File: src/rtl/display_scan_if.sv
// display_scan_if: control, data and display-drive bundle for display_scan_ctrl.
`default_nettype none

interface display_scan_if #(
  parameter int N_DIG = 4
);
  logic               en;
  logic               load;
  logic [4*N_DIG-1:0] digits_in;
  logic [N_DIG-1:0]   dp_in;
  logic               load_ack;
  logic [N_DIG-1:0]   an;
  logic [6:0]         seg;
  logic               dp;
  logic               frame_done;

  modport master (
    output en, load, digits_in, dp_in,
    input  load_ack, an, seg, dp, frame_done
  );

  modport slave (
    input  en, load, digits_in, dp_in,
    output load_ack, an, seg, dp, frame_done
  );
endinterface

`default_nettype wire

File: src/rtl/display_scan_ctrl.sv
// display_scan_ctrl: multiplexed common-anode 7-segment scanner with blanking gaps
// and frame-aligned double-buffered digit updates.  Rev 1.0
`default_nettype none

module display_scan_ctrl #(
  parameter int N_DIG     = 4,
  parameter int DIV_W     = 17,
  parameter int BLANK_CYC = 16
) (
  input  wire logic       clk,
  input  wire logic       rst,
  display_scan_if.slave   bus
);
  localparam int IDX_W = (N_DIG > 1) ? $clog2(N_DIG) : 1;
  localparam int BLK_W = (BLANK_CYC > 1) ? $clog2(BLANK_CYC) : 1;
  localparam logic [IDX_W-1:0] C_IDX_LAST = IDX_W'(N_DIG - 1);
  localparam logic [BLK_W-1:0] C_BLK_LAST = BLK_W'(BLANK_CYC - 1);
  localparam logic [DIV_W-1:0] C_PRE_LAST = {DIV_W{1'b1}};

  typedef enum logic [1:0] {S_IDLE = 2'd0, S_SHOW = 2'd1, S_BLANK = 2'd2} state_t;

  state_t             r_state, w_state_nxt;
  logic [IDX_W-1:0]   r_idx, w_idx_nxt;
  logic [DIV_W-1:0]   r_pre, w_pre_nxt;
  logic [BLK_W-1:0]   r_blk, w_blk_nxt;
  logic [4*N_DIG-1:0] r_shadow, w_shadow_nxt, r_stage;
  logic [N_DIG-1:0]   r_shadow_dp, w_shadow_dp_nxt, r_stage_dp;
  logic               r_pending, w_pending_nxt;
  logic               w_wrap, w_swap;
  logic [N_DIG-1:0]   r_an, w_an_nxt;
  logic [6:0]         r_seg, w_seg_nxt;
  logic               r_dp, w_dp_nxt;
  logic               r_ack, r_fd;
  logic [3:0]         w_nib;

  function automatic logic [6:0] f_decode(input logic [3:0] nib);
    logic [6:0] s;
    case (nib)
      4'h0: s = 7'h40;  4'h1: s = 7'h79;  4'h2: s = 7'h24;  4'h3: s = 7'h30;
      4'h4: s = 7'h19;  4'h5: s = 7'h12;  4'h6: s = 7'h02;  4'h7: s = 7'h78;
      4'h8: s = 7'h00;  4'h9: s = 7'h10;  4'hA: s = 7'h08;  4'hB: s = 7'h03;
      4'hC: s = 7'h46;  4'hD: s = 7'h21;  4'hE: s = 7'h06;  default: s = 7'h0E;
    endcase
    return s;
  endfunction

  always_comb begin
    w_state_nxt = r_state;
    w_idx_nxt   = r_idx;
    w_pre_nxt   = r_pre;
    w_blk_nxt   = r_blk;
    w_wrap      = 1'b0;
    case (r_state)
      S_IDLE: begin
        if (bus.en) begin
          w_state_nxt = S_SHOW;
          w_idx_nxt   = '0;
          w_pre_nxt   = '0;
        end
      end
      S_SHOW: begin
        if (r_pre == C_PRE_LAST) begin
          w_state_nxt = S_BLANK;
          w_pre_nxt   = '0;
          w_blk_nxt   = '0;
        end else begin
          w_pre_nxt = r_pre + 1'b1;
        end
      end
      S_BLANK: begin
        if (r_blk == C_BLK_LAST) begin
          w_state_nxt = S_SHOW;
          w_blk_nxt   = '0;
          if (r_idx == C_IDX_LAST) begin
            w_idx_nxt = '0;
            w_wrap    = 1'b1;
          end else begin
            w_idx_nxt = r_idx + 1'b1;
          end
        end else begin
          w_blk_nxt = r_blk + 1'b1;
        end
      end
      default: w_state_nxt = S_IDLE;
    endcase
    if (!bus.en) begin
      w_state_nxt = S_IDLE;
      w_idx_nxt   = '0;
      w_pre_nxt   = '0;
      w_blk_nxt   = '0;
      w_wrap      = 1'b0;
    end
  end

  // Staged data moves to the shadow only when idle or on the frame wrap, so a
  // frame never mixes old and new digits; a load on the swap edge waits a frame.
  always_comb begin
    w_swap          = r_pending && ((r_state == S_IDLE) || w_wrap);
    w_shadow_nxt    = w_swap ? r_stage    : r_shadow;
    w_shadow_dp_nxt = w_swap ? r_stage_dp : r_shadow_dp;
    if (bus.load)
      w_pending_nxt = 1'b1;
    else if (w_swap)
      w_pending_nxt = 1'b0;
    else
      w_pending_nxt = r_pending;
  end

  // Outputs are computed from next-state values so they register on the same edge.
  always_comb begin
    w_an_nxt  = '1;
    w_seg_nxt = 7'h7F;
    w_dp_nxt  = 1'b1;
    w_nib     = w_shadow_nxt[{w_idx_nxt, 2'b00} +: 4];
    if (w_state_nxt == S_SHOW) begin
      w_an_nxt  = ~(N_DIG'(1) << w_idx_nxt);
      w_seg_nxt = f_decode(w_nib);
      w_dp_nxt  = ~w_shadow_dp_nxt[w_idx_nxt];
    end
  end

  always_ff @(posedge clk or negedge rst) begin
    if (!rst) begin
      r_state     <= S_IDLE;
      r_idx       <= '0;
      r_pre       <= '0;
      r_blk       <= '0;
      r_shadow    <= '0;
      r_shadow_dp <= '0;
      r_stage     <= '0;
      r_stage_dp  <= '0;
      r_pending   <= 1'b0;
      r_an        <= '1;
      r_seg       <= 7'h7F;
      r_dp        <= 1'b1;
      r_ack       <= 1'b0;
      r_fd        <= 1'b0;
    end else begin
      r_state     <= w_state_nxt;
      r_idx       <= w_idx_nxt;
      r_pre       <= w_pre_nxt;
      r_blk       <= w_blk_nxt;
      r_shadow    <= w_shadow_nxt;
      r_shadow_dp <= w_shadow_dp_nxt;
      if (bus.load) begin
        r_stage    <= bus.digits_in;
        r_stage_dp <= bus.dp_in;
      end
      r_pending   <= w_pending_nxt;
      r_an        <= w_an_nxt;
      r_seg       <= w_seg_nxt;
      r_dp        <= w_dp_nxt;
      r_ack       <= w_swap;
      r_fd        <= w_wrap;
    end
  end

  assign bus.an         = r_an;
  assign bus.seg        = r_seg;
  assign bus.dp         = r_dp;
  assign bus.load_ack   = r_ack;
  assign bus.frame_done = r_fd;

endmodule

`default_nettype wire

File: src/flat_wrapper.sv
// flat-port wrapper written by rule: the top's interface ports become plain ports
module display_scan_ctrl_flat 
#(
  parameter int N_DIG     = 4,
  parameter int DIV_W     = 17,
  parameter int BLANK_CYC = 16
)
  (clk, rst, bus_en, bus_load, bus_digits_in, bus_dp_in, bus_load_ack, bus_an, bus_seg, bus_dp, bus_frame_done);
  display_scan_if #(.N_DIG(N_DIG)) bus_i ();
  input  wire logic clk;
  input  wire logic rst;
  input wire logic [$bits(bus_i.en)-1:0] bus_en;
  input wire logic [$bits(bus_i.load)-1:0] bus_load;
  input wire logic [$bits(bus_i.digits_in)-1:0] bus_digits_in;
  input wire logic [$bits(bus_i.dp_in)-1:0] bus_dp_in;
  output wire logic [$bits(bus_i.load_ack)-1:0] bus_load_ack;
  output wire logic [$bits(bus_i.an)-1:0] bus_an;
  output wire logic [$bits(bus_i.seg)-1:0] bus_seg;
  output wire logic [$bits(bus_i.dp)-1:0] bus_dp;
  output wire logic [$bits(bus_i.frame_done)-1:0] bus_frame_done;
  assign bus_i.en = bus_en;
  assign bus_i.load = bus_load;
  assign bus_i.digits_in = bus_digits_in;
  assign bus_i.dp_in = bus_dp_in;
  assign bus_load_ack = bus_i.load_ack;
  assign bus_an = bus_i.an;
  assign bus_seg = bus_i.seg;
  assign bus_dp = bus_i.dp;
  assign bus_frame_done = bus_i.frame_done;
  display_scan_ctrl #(.N_DIG(N_DIG), .DIV_W(DIV_W), .BLANK_CYC(BLANK_CYC)) u_core (.clk(clk), .rst(rst), .bus(bus_i));
endmodule
File: config.mk
export PLATFORM = sky130hd
export DESIGN_NAME = display_scan_ctrl_flat
export DESIGN_NICKNAME = d
export VERILOG_FILES = /design/src/rtl/display_scan_if.sv /design/src/rtl/display_scan_ctrl.sv /design/src/flat_wrapper.sv
export SDC_FILE = /design/constraint.sdc
export NUM_CORES = 1
export LEC_CHECK = 0
export CAP_MARGIN = 20
export CORE_UTILIZATION = 50
export DETAILED_ROUTE_END_ITERATION = 7
export GPL_TIMING_DRIVEN = 0
export PLACE_DENSITY_LB_ADDON = 0.1
export SYNTH_ARGS = -nofsm -noshare
export SYNTH_HDL_FRONTEND = slang
export SYNTH_SLANG_ARGS = --single-unit
File: constraint.sdc
create_clock -name clk -period 3.35 [get_ports clk]
set_input_delay 0.67 -clock clk [delete_from_list [all_inputs] [get_ports clk]]
set_output_delay 0.67 -clock clk [all_outputs]
set_load 0.03 [all_outputs]
==> flow_metrics.tcl, run 1 <==
set metrics [dict create \
    status "completed" \
    fmax_mhz 322 \
    gp_congestion 0.817 \
    critPathArrivalTime_ns 3.36 \
    yosys.area.top_type "dfrtp_1" \
    r2r_setup_slack_ns 0.24 \
    p_comb_share_pct 18.2 \
    cts-hold-fix-buffers 0 \
    numPortBuffers 36 \
    die-area_um2 8090 \
    numCtsBuffers 9 \
    dp_slack_ns 0.0653 \
    fin_ws_ns 0.240 \
    start_util_pct 52.5 \
    yosysWarningCount 0 \
    fin_nets 412 \
    skew_ns 0.00743 \
    dp.cells 466 \
    post-route-util_pct 62.5 \
    fin_area_um2 4600 \
    met3_length_um 281 \
    critPathKind "reg2reg" \
    required_ns 3.60 \
    antenna_left 0 \
    fin_total_pwr_mw 2.33 \
    critPathCapture "u_core.bus.seg[3]" \
    grt.overflow.total 0 \
    synthCells 330 \
    ys_async_sr_fraction_pct 100 \
    finalWirelength_um 7380 \
    drive_gt1_share_pct 21.1 \
    ys_top_cells_by_count "dfrtp_1 (68), mux2_2 (28), nor2_1 (26)" \
    ir_worst_vdd_uv 309 \
    syn_avg_cell_area_um2 11.7 \
    ys_types 65 \
    synth_area_um2 3870 \
    synth-edff-count 0 \
    critical_path_peak_fanout 10 \
    hold_violations 0 \
    maxCapViolations 0 \
    grt_start_max_net_pins 66 \
    start_kind "flop" \
    syn-num-nets 364 \
    dieHeight_um 89.9 \
    p_int_mw 1.72 \
    htreeDepth 3 \
    rsz0062_at_grt "false" \
    period_share_pct 92.8 \
    dp_hpwl_um 5260 \
    endpoint_kind "flop" \
    final_cells 482 \
    rows 31 \
    cts.sinks 80 \
    final_max_slew_viol_count 0 \
    hold_path.class "in2async" \
    ys_seq_area_share_pct 52.2 \
    ys_ff_latch 80 \
    synth.most_common_cell "dfrtp_1" \
    cts_resized 0 \
    coreArea_um2 7370 \
    grt.total_usage_pct 20.4 \
    synth_ff_type "dfrtp_1" \
    num_antenna_cells 0 \
    clockBufferDepth 2 \
    wire_per_inst_um 15.3 \
    clock_power_share_pct 34.2 \
    first_pass_iters 4 \
    regArea_um2 2020 \
    synthTopCellsByArea "dfrtp_1 (44%), dfstp_2 (8.2%), mux2_2 (8.2%), mux2i_1 (3.4%), ha_1 (3.2%)" \
    die_w_um 89.9 \
    cts_setup_buffers 0 \
    fin_crit_ns 3.11 \
    reg2reg_to "u_core.bus.seg[3]" \
    finalSetupViolCount 0 \
    drc_errors 0 \
    grt_pass1_wl_um 13000 \
    vias_per_cell 5.47 \
    cts_root_buffer "clkbuf_8" \
    wl_met2_um 3750 \
    powerDensity_nw_per_um2 507 \
    multiInputGateArea_um2 1720 \
    startpoint "u_core.r_blk[0]" \
    area_growth_pct 19.1 \
    ff2ff_path_depth 13 \
    seq_power_share_pct 47.6 \
    first_global_vias 2667 \
    ios 38 \
    power_switching_share_pct 26.4 \
    p_switching_mw 0.617 \
    clk_latency_ns 0.35 \
    antenna_found_initial 0 \
    worstMarginPinSlew_ns 0.571 \
    drt_iter0_markers 153 \
    p_leak_nw 1.94 \
    cts_tree "built" \
    slew_headroom_pct 61.9 \
    regToRegStartpoint "u_core.r_blk[0]" \
    place_area_um2 4380 \
    nFillCells 606 \
    highest_layer "met4" \
    m1WireLength_um 3270 \
    clkTransAtPathRegs_ns 0.08 \
    yosysTopAreaCellShare_pct 44.0 \
    vias 2636 \
]
power groups by stage:
stage / clock, mW / sequential, mW / combinational, mW
floorplan: 0 / 1.17 / 0.246
global placement: 0 / 1.13 / 0.417
detailed placement: 0 / 1.13 / 0.429
CTS: 0.819 / 1.11 / 0.430
global route: 0.860 / 1.12 / 0.467
finish: 0.798 / 1.11 / 0.425
cell families after synthesis:
logic type,Yosys count,synth area share [%]
fa+ha+maj,10,3.24
buf+inv,30,3.43
mux,49,15.0
simple gates,90,12.1
xor+xnor,10,2.27
compound gates,61,11.8
flops,80,52.2
worst max-delay path: stages (launching register included):
cell	delay [ns]
dfrtp_1	0.40
ha_1	0.24
nand3_2	0.20
o21a_4	0.28
buf_6	0.15
mux2_4	0.31
mux2_4	0.28
a21oi_4	0.27
inv_1	0.10
ha_1	0.22
inv_1	0.08
a21oi_1	0.06
a2111oi_2	0.34
a31oi_1	0.08
area by class of cell:
| cell class | instances | share of cell area [%] |
|---|---|---|
| clock buffers | 10 | 2.99 |
| well taps | 99 | 2.69 |
| inverters | 18 | 1.47 |
| flip-flops and latches | 80 | 43.8 |
| multi-input cells | 220 | 37.3 |
| plain buffers | 12 | 1.41 |
| clock inverters | 6 | 1.98 |
| repair buffers | 37 | 8.37 |
layout by cell type (no fill, tap or decap), types with 4 or more instances in the layout:
cell,instances
a31oi_1,4
nand2_1,18
mux2i_1,13
nand2b_1,6
clkbuf_1,6
mux2_2,28
nor3_1,6
o21ai_0,13
inv_1,16
dfstp_2,12
nand4_1,7
nand3_1,8
ha_1,10
clkdlybuf4s50_1,35
nor2_1,26
dfrtp_1,68
clkbuf_8,10
a21oi_1,12
xor2_1,7
routing by layer:
| metal | GRT usage, % | vias to the layer above |
|---|---|---|
| met5 | 0 | - |
| met1 | 26.5 | 1298 |
| met3 | 4.91 | 8 |
| met4 | 6.05 | 0 |
| li1 | - | 1279 |
| met2 | 34.2 | 51 |
flip-flops by register name (all words and copies together) (netlist names):
name	cells
u_core.r_pre	17
u_core.r_shadow	16
u_core.r_stage	16
u_core.bus.seg	7
u_core.bus.an	4
u_core.r_blk	4
u_core.r_shadow_dp	4
u_core.r_stage_dp	4
u_core.r_idx	2
u_core.r_state	2
u_core.bus.dp	1
u_core.bus.frame_done	1
u_core.bus.load_ack	1
u_core.r_pending	1
through the flow:
stage | hold slack [ns] | setup TNS [ns]
2_1_floorplan | 0.374 | 0
3_3_place_gp | 0.469 | -87.71
3_5_place_dp | 0.478 | 0
4_1_cts | 0.170 | 0
5_1_grt | 0.173 | 0
6_report | 0.180 | 0
how the worst min path moves through the flow:
stage                     slack (ns)               endpoint  depth (start not counted)                 from
after floorplan                 0.37  u_core.bus.frame_done                          0                  rst
after global placement          0.47     u_core.r_shadow[3]                          2   u_core.r_shadow[3]
after detailed placement        0.48    u_core.r_shadow[12]                          1  u_core.r_shadow[12]
after CTS                       0.17        u_core.r_pre[5]                          1                  rst
after global routing            0.17        u_core.r_pre[5]                          1                  rst
final                           0.18        u_core.r_pre[5]                          1                  rst
Power figures use the tool's default switching activity.
==> run 2, diff against run 1 <==
SLEW_MARGIN = 10   (was not set)
==> results of run 2 <==
Final layout, timing and power as in run 1 (identical DEF).
==> run 3, diff against run 2 <==
CTS_CLUSTER_DIAMETER = 50   (was not set)
==> results of run 3 <==
Final layout, timing and power as in run 1 (identical DEF).
